===== src/rtl/prog_mem_loader.sv =====
// prog_mem_loader: writer side of the instruction memory read by the fetch stage.
// Bytes from the UART receiver are assembled MSB-first into 32-bit words. Each
// word is written to the next sequential word address, starting at 0. Loading
// stops once the HALT word has been written (o_load_done). It also stops if the
// memory fills up before HALT arrives (o_error). Both flags are sticky until reset.
// Optional feature macro: LOADER_CHECKSUM_EN adds o_checksum, the running XOR of
// all accepted bytes. The value freezes once loading stops.
module prog_mem_loader #(
  parameter int          ADDR_BITS = 11,
  parameter logic [31:0] HALT_WORD = 32'hFFFF_FFFF
) (
  input  logic                 i_clock,
  input  logic                 i_reset,
  input  logic [7:0]           i_rx_data,
  input  logic                 i_rx_valid,
  output logic                 o_mem_wr_en,
  output logic [ADDR_BITS-1:0] o_mem_addr,
  output logic [31:0]          o_mem_data,
  output logic                 o_load_done,
  output logic                 o_error
`ifdef LOADER_CHECKSUM_EN
  ,
  output logic [7:0]           o_checksum
`endif
);

  typedef enum logic [1:0] {
    S_COLLECT = 2'd0,
    S_WRITE   = 2'd1,
    S_DONE    = 2'd2,
    S_ERROR   = 2'd3
  } state_t;

  localparam logic [ADDR_BITS-1:0] LAST_ADDR = '1;

  state_t                 r_state;
  state_t                 w_state_next;
  logic [1:0]             r_byte_cnt;
  // Only the three most recent bytes need to be held. The oldest byte leaves
  // the shift register at the same edge the completed word is captured.
  logic [23:0]            r_shift_reg;
  logic [31:0]            r_word_reg;
  logic [ADDR_BITS-1:0]   r_wr_addr;
  logic [ADDR_BITS-1:0]   r_mem_addr;
  logic                   r_mem_wr_en;
  logic                   w_accept;
  logic                   w_word_complete;
  logic [31:0]            w_assembled;

  // Byte acceptance and word assembly. Bytes are also taken during WRITE, so a
  // host streaming back-to-back never loses the first byte of the next word.
  always_comb begin
    w_accept        = i_rx_valid && ((r_state == S_COLLECT) || (r_state == S_WRITE));
    w_assembled     = {r_shift_reg, i_rx_data};
    w_word_complete = w_accept && (r_byte_cnt == 2'd3);
  end

  // Next-state logic. The HALT check comes before the overflow check, so a
  // HALT word at the last address ends in DONE.
  always_comb begin
    // NOTE: every always_comb output gets a default first so no path infers a latch.
    w_state_next = r_state;
    unique case (r_state)
      S_COLLECT: if (w_word_complete) w_state_next = S_WRITE;
      S_WRITE: begin
        if (r_word_reg == HALT_WORD)      w_state_next = S_DONE;
        else if (r_wr_addr == LAST_ADDR)  w_state_next = S_ERROR;
        else                              w_state_next = S_COLLECT;
      end
      S_DONE:    w_state_next = S_DONE;
      S_ERROR:   w_state_next = S_ERROR;
      default:   w_state_next = S_COLLECT;
    endcase
  end

  // State register with synchronous active-low reset.
  always_ff @(posedge i_clock) begin
    // NOTE: sequential state uses non-blocking assignments so every register
    // samples the pre-edge values, independent of statement order.
    if (!i_reset) r_state <= S_COLLECT;
    else          r_state <= w_state_next;
  end

  // Datapath: byte shifting, word capture, write strobe and address tracking.
  always_ff @(posedge i_clock) begin
    if (!i_reset) begin
      r_byte_cnt  <= 2'd0;
      r_shift_reg <= '0;
      r_word_reg  <= '0;
      r_wr_addr   <= '0;
      r_mem_addr  <= '0;
      r_mem_wr_en <= 1'b0;
    end else begin
      if (w_accept) begin
        r_shift_reg <= w_assembled[23:0];
        r_byte_cnt  <= r_byte_cnt + 2'd1;
      end
      // The completed word and its address are captured together. The memory
      // port then holds the last written address and data between writes.
      if (w_word_complete) begin
        r_word_reg <= w_assembled;
        r_mem_addr <= r_wr_addr;
      end
      // Write is high only during the single WRITE cycle.
      r_mem_wr_en <= (w_state_next == S_WRITE);
      if ((r_state == S_WRITE) && (w_state_next == S_COLLECT))
        r_wr_addr <= r_wr_addr + 1'b1;
    end
  end

`ifdef LOADER_CHECKSUM_EN
  logic [7:0] r_checksum;

  // Running XOR of accepted bytes. No bytes are accepted in DONE or ERROR,
  // so the value freezes there.
  always_ff @(posedge i_clock) begin
    if (!i_reset)      r_checksum <= 8'h00;
    else if (w_accept) r_checksum <= r_checksum ^ i_rx_data;
  end

  assign o_checksum = r_checksum;
`endif

  assign o_mem_wr_en = r_mem_wr_en;
  assign o_mem_addr  = r_mem_addr;
  assign o_mem_data  = r_word_reg;
  assign o_load_done = (r_state == S_DONE);
  assign o_error     = (r_state == S_ERROR);

endmodule


===== config.mk =====
export PLATFORM = sky130hd
export DESIGN_NAME = prog_mem_loader
export DESIGN_NICKNAME = d
export VERILOG_FILES = /design/src/rtl/prog_mem_loader.sv
export SDC_FILE = /design/constraint.sdc
export NUM_CORES = 1
export LEC_CHECK = 0
export CAP_MARGIN = 25
export CORE_ASPECT_RATIO = 0.9
export CORE_MARGIN = 1
export CORE_UTILIZATION = 35
export CTS_BUF_LIST = sky130_fd_sc_hd__clkbuf_8
export DETAILED_ROUTE_END_ITERATION = 10
export PLACE_DENSITY = 0.59
export SETUP_SLACK_MARGIN = 0.15
export SYNTH_ARGS = -nofsm -noshare
export SYNTH_HDL_FRONTEND = slang
export SYNTH_SLANG_ARGS = --single-unit
export TNS_END_PERCENT = 50

===== constraint.sdc =====
create_clock -name i_clock -period 1.6 [get_ports i_clock]
set_input_delay 0.16 -clock i_clock [delete_from_list [all_inputs] [get_ports i_clock]]
set_output_delay 0.16 -clock i_clock [all_outputs]
set_load 0.02 [all_outputs]

Word level (Yosys, flattened, before mapping)

Cells that the tools add are included.

Bits in registers: 83
Output and inout bits: 46
Word-level logic and storage cells: 26

Add/subtract/negate cells: 2
Equal/unequal tests: 7
Muxes and demuxes: 4
Reductions and logical operators: 6

Operators with widths:

| cell                                          | number |
|---|---|
| == test 32 bit, second input constant         | 1 |
| adder 11 x 1 -> 11 bit, second input constant | 1 |
| == test 11 bit, second input constant         | 1 |
| case mux 2 bit (4 select lines)               | 1 |
| == test 2 bit, second input constant          | 3 |
| two-way mux 2 bit                             | 3 |
| == test 2 x 1 -> 1 bit, second input constant | 2 |
| logical NOT 2 bit                             | 2 |
| logical AND 1 bit                             | 3 |
| adder 2 x 1 -> 2 bit, second input constant   | 1 |
| logical OR 1 bit                              | 1 |

Longest topological paths before layout

Word-level depth: 8
Gate-level depth with buffers: 8
Depth with buffers taken out: 6

Least setup slack after synthesis

No wires, ideal clock.

Kind: register to register
Start point: register r_wr_addr[0]
End point: register r_wr_addr[8]
Library setup time: 70 ps
Arrival: 1594 ps
Required time: 1530 ps
Path slack: -65 ps
Cell stages (with the launch flop): 8
Buffers on the path: 1
Period minus slack after synthesis: 1665 ps
Cells stage by stage: dfxtp_1 -> ha_1 -> nand2_2 -> nor4_4 -> a2111oi_4 -> buf_6 -> nand4b_1 -> a21oi_1

Cells in the longest elaborated chain, start to end: 6
Elaborated cells on any way between the ends: 7

Ends and longest elaborated chain:

| item                            | line | source |
|---|---|---|
| from (decl)                     | 43   | `logic [ADDR_BITS-1:0] r_wr_addr;` |
| from (signal assigned)          | 107  | `r_wr_addr <= r_wr_addr + 1'b1;` |
| == test 11 bit                  | 67   | `else if (r_wr_addr == LAST_ADDR) w_state_next = S_ERROR;` |
| two-way mux 2 bit               | 67   |  |
| two-way mux 2 bit               | 66   | `if (r_word_reg == HALT_WORD) w_state_next = S_DONE;` |
| case mux 2 bit (4 select lines) | 63   | `unique case (r_state)` |
| logical NOT 2 bit               | 106  | `if ((r_state == S_WRITE) && (w_state_next == S_COLLECT))` |
| logical AND 1 bit               | 106  |  |

Parallel ways exist; a longest one is shown, timed or not.
A chain may end at the register's enable or synchronous reset.

Worst setup path after layout

Start point: register r_word_reg[20] (netlist: o_mem_data[20])
End point: register r_wr_addr[10]

Cells in the longest elaborated chain, start to end: 5

Ends and longest elaborated chain:

| item                            | line | source |
|---|---|---|
| from (decl)                     | 42   | `logic [31:0] r_word_reg;` |
| from (signal assigned)          | 101  | `r_word_reg <= w_assembled;` |
| == test 32 bit                  | 66   |  |
| two-way mux 2 bit               | 66   |  |
| case mux 2 bit (4 select lines) | 63   |  |
| logical NOT 2 bit               | 106  |  |
| logical AND 1 bit               | 106  |  |

No other way between the ends.

==> flow_summary_export.csv <==
group,metric,value,unit
floorplanning,io_pins,57,
finish,layoutNonFillerInstCount,611,
setup_path,worstPathRequired,1.85,ns
setup_path,cp_max_fo,6,
setup_path,crit_path_start_kind,"flip-flop",
clock_network,h-tree-depth,3,
detailed_routing,ant_nets,0,
clock_network,cts_buffers,9,
synthesis,netlist.area_leader.share,52.4,%
timing,period_share,103,%
timing,setup_slack,-0.0413,ns
grt,antenna_found_initial,0,
placement,place_area,0.00424,mm^2
setup_path,path_class,"flip-flop to flip-flop",
timing,slew_violations,0,
synthesis,synth_area,0.00317,mm^2
floorplanning,die-height,92.3,um
placement,dp_slack,-0.0968,ns
synthesis,synth_area_leaders,"dfxtp_1, nand2_1, a21oi_1, nand4_1, clkbuf_1",
detailed_routing,wl_per_cell,12.8,um
floorplanning,die_area,0.00944,mm^2
power_and_ir_drop,power.density,838,mW/mm^2
detailed_routing,vias_per_cell,4.77,
floorplanning,die_w,102,um
detailed_routing,drt_pass1_iterations,4,
timing,rsz0062_at_grt,"true",
finish,diodes,0,
finish,final_nets,500,
synthesis,synth_edf_count,0,
setup_path,cp-end-kind,"flip-flop",
clock_network,clk-insertion-delay-late,0.34,ns
worst_hold_path,min_delay_path_depth,3,
clock_network,ctsHoldBuffers,0,
floorplanning,start_util,36.5,%
worst_hold_path,hold_class,"input pin to flip-flop",
finish,drive_gt1_share,23.6,%
timing,max_freq,609,MHz
power_and_ir_drop,fin_total_pwr,3.72,mW
finish,area_delta_synth_final,40.2,%
finish,largest_reg_flops,32,
synthesis,synth_cell_types,35,
grt,grt_max_degree,45,
floorplanning,core_region_area,0.00869,mm^2
grt,gr-total-overflow,0,
setup_path,worstPathArrival,1.89,ns
grt,track_usage,18.0,%
timing,hold_ws,0.391,ns
synthesis,avgSynthCellArea,8.02,um^2
status,status,"finished, violations left",
synthesis,synth.most_common_cell,"nand2_1",
setup_path,reg2reg_depth,6,
timing,slew_headroom,74.7,%
synthesis,ys_warn_count,0,
grt,grt_pass1_wl,13100,um
synthesis,synth_seq_cells,83,
synthesis,synthTopCellsByCount,"nand2_1, dfxtp_1, a21oi_1, clkbuf_1, nand4_1",
setup_path,reg2reg_slack,-0.04,ns
power_and_ir_drop,power.leakage,1.91,nW
setup_path,critPathLaunch,"o_mem_data[20]",
power_and_ir_drop,ir_worst_vdd,0.000378,V
timing,final-hold-violation-count,0,
grt,grt_pass1_vias,2741,
timing,finalSetupViolations,3,
detailed_routing,drcViolationCount,0,
setup_path,timing.rr.end,"r_wr_addr[10]",
worst_hold_path,hold-path-endpoint,"o_mem_data[6]",
setup_path,reg2reg_from,"o_mem_data[20]",
placement,port_buffers,56,
detailed_routing,routed_wl,7820,um
detailed_routing,vias,2913,
timing,fin_crit,1.64,ns
job,cap_violations,0,
synthesis,syn_inst,395,
status,violations,"setup timing",
timing,tightestPinTransition,0.379,ns
synthesis,synthFlopType,"dfxtp_1",
placement,dpl.cell_count,592,
synthesis,syn-num-nets,408,
clock_network,cts_tree,"built",
clock_network,cts_num_sinks,83,
floorplanning,rows,32,
placement,place_congestion,0.860,
timing,fin_worst_skew,0.00889,ns
synthesis,synthArstFlopShare,0,%
detailed_routing,drt_iter0_markers,116,
clock_network,clk_pin_slew,0.08,ns
synthesis,seq_area_frac_synth,52.4,%
finish,fin_area,0.00444,mm^2
synthesis,synth_top_cell_by_area,"dfxtp_1",
placement,place_hpwl,5430,um
clock_network,cts-root-buf,"clkbuf_8",
worst_hold_path,min-delay-start,"i_rx_data[6]",
clock_network,clockBufferDepth,2,
finish,nFillCells,881,
-- power breakdown --
part           internal, mW  leakage (nW)  switching [mW]  total (mW)
logic                0.0760          1.12           0.109       0.185
registers              2.09         0.688          0.0224        2.11
clock network         0.705         0.105           0.717        1.42
total                  2.87          1.91           0.849        3.72
-- metrics by stage --
step | util [%] | setup TNS (ns)
6_report | 51.1 | -0.0535
5_1_grt | 51.1 | -0.656
4_1_cts | 50.7 | -0.198
3_5_place_dp | 48.8 | -0.239
3_3_place_gp | 48.8 | -0.0477
2_1_floorplan | - | 0
-- worst max-delay path: stages, from the launching register on --
cell and delay, ns:
dfxtp_2 0.34, nand4_1 0.15, nor4_4 0.43, a2111oi_4 0.12
buf_4 0.18, and2_4 0.16, a22o_1 0.16
-- cell type report --
| type | instances | area (um^2) | share of cell area (%) |
|---|---|---|---|
| Clock buffer | 9 | 124 | 2.79 |
| Clock inverter | 7 | 61.3 | 1.38 |
| Inverter | 8 | 30.0 | 0.676 |
| Multi-Input combinational cell | 278 | 1420 | 32.1 |
| Sequential cell | 83 | 1700 | 38.4 |
| Tap cell | 119 | 149 | 3.35 |
| Timing Repair Buffer | 107 | 948 | 21.4 |
-- placed cells by master, fill, tap and decap left out, types with 2 or more instances in the layout --
master,n
nand3_2,3
dfxtp_2,31
buf_4,47
nor2b_1,2
dfxtp_1,51
a21oi_2,3
o21ai_0,3
dlymetal6s2s_1,3
and2_1,2
mux2i_1,2
nand4_1,10
inv_1,9
nor2_1,7
a21oi_1,73
nand2b_1,3
clkbuf_8,9
clkdlybuf4s50_1,10
dlygate4sd2_1,42
nand3_1,3
clkinv_2,3
buf_12,4
a21o_2,3
nand2_1,144
nor4_4,3
-- timing repair --
| action | CTS | global route |
|---|---|---|
| buffers inserted | 2 | 1 |
| setup endpoints to repair | 54 | 16 |
| pin swaps | 8 | 8 |
| cloned | 0 | 0 |
| resized for setup | 53 | 7 |
-- cells by family after synthesis --
| logic type | count (synthesis) | share of synthesized area (%) |
|---|---|---|
| adder cells (fa/ha/maj) | 2 | 0.790 |
| XOR/XNOR | 2 | 0.553 |
| buffers and inverters | 34 | 4.54 |
| AND/OR/NAND/NOR | 185 | 25.8 |
| AO/OA/AOI/OAI | 87 | 15.2 |
| flip-flops | 83 | 52.4 |
| multiplexers | 2 | 0.632 |
-- metal layers --
layer | GRT usage (%) | vias up | wire (um)
met5 | 0 | - | 0
met3 | 3.43 | 12 | 277
met2 | 26.9 | 59 | 3430
met4 | 6.90 | 0 | 150
met1 | 25.3 | 1350 | 3970
li1 | - | 1492 | -
-- worst max path at each step --
stage                          endpoint  depth (start not counted)
after CTS                  r_wr_addr[8]                          6
final                     r_wr_addr[10]                          6
after global routing      r_wr_addr[10]                          6
after floorplan            r_wr_addr[9]                          6
after detailed placement  r_wr_addr[10]                          6
after global placement    r_wr_addr[10]                          6
Note: power is estimated with default switching activity, not from simulation.
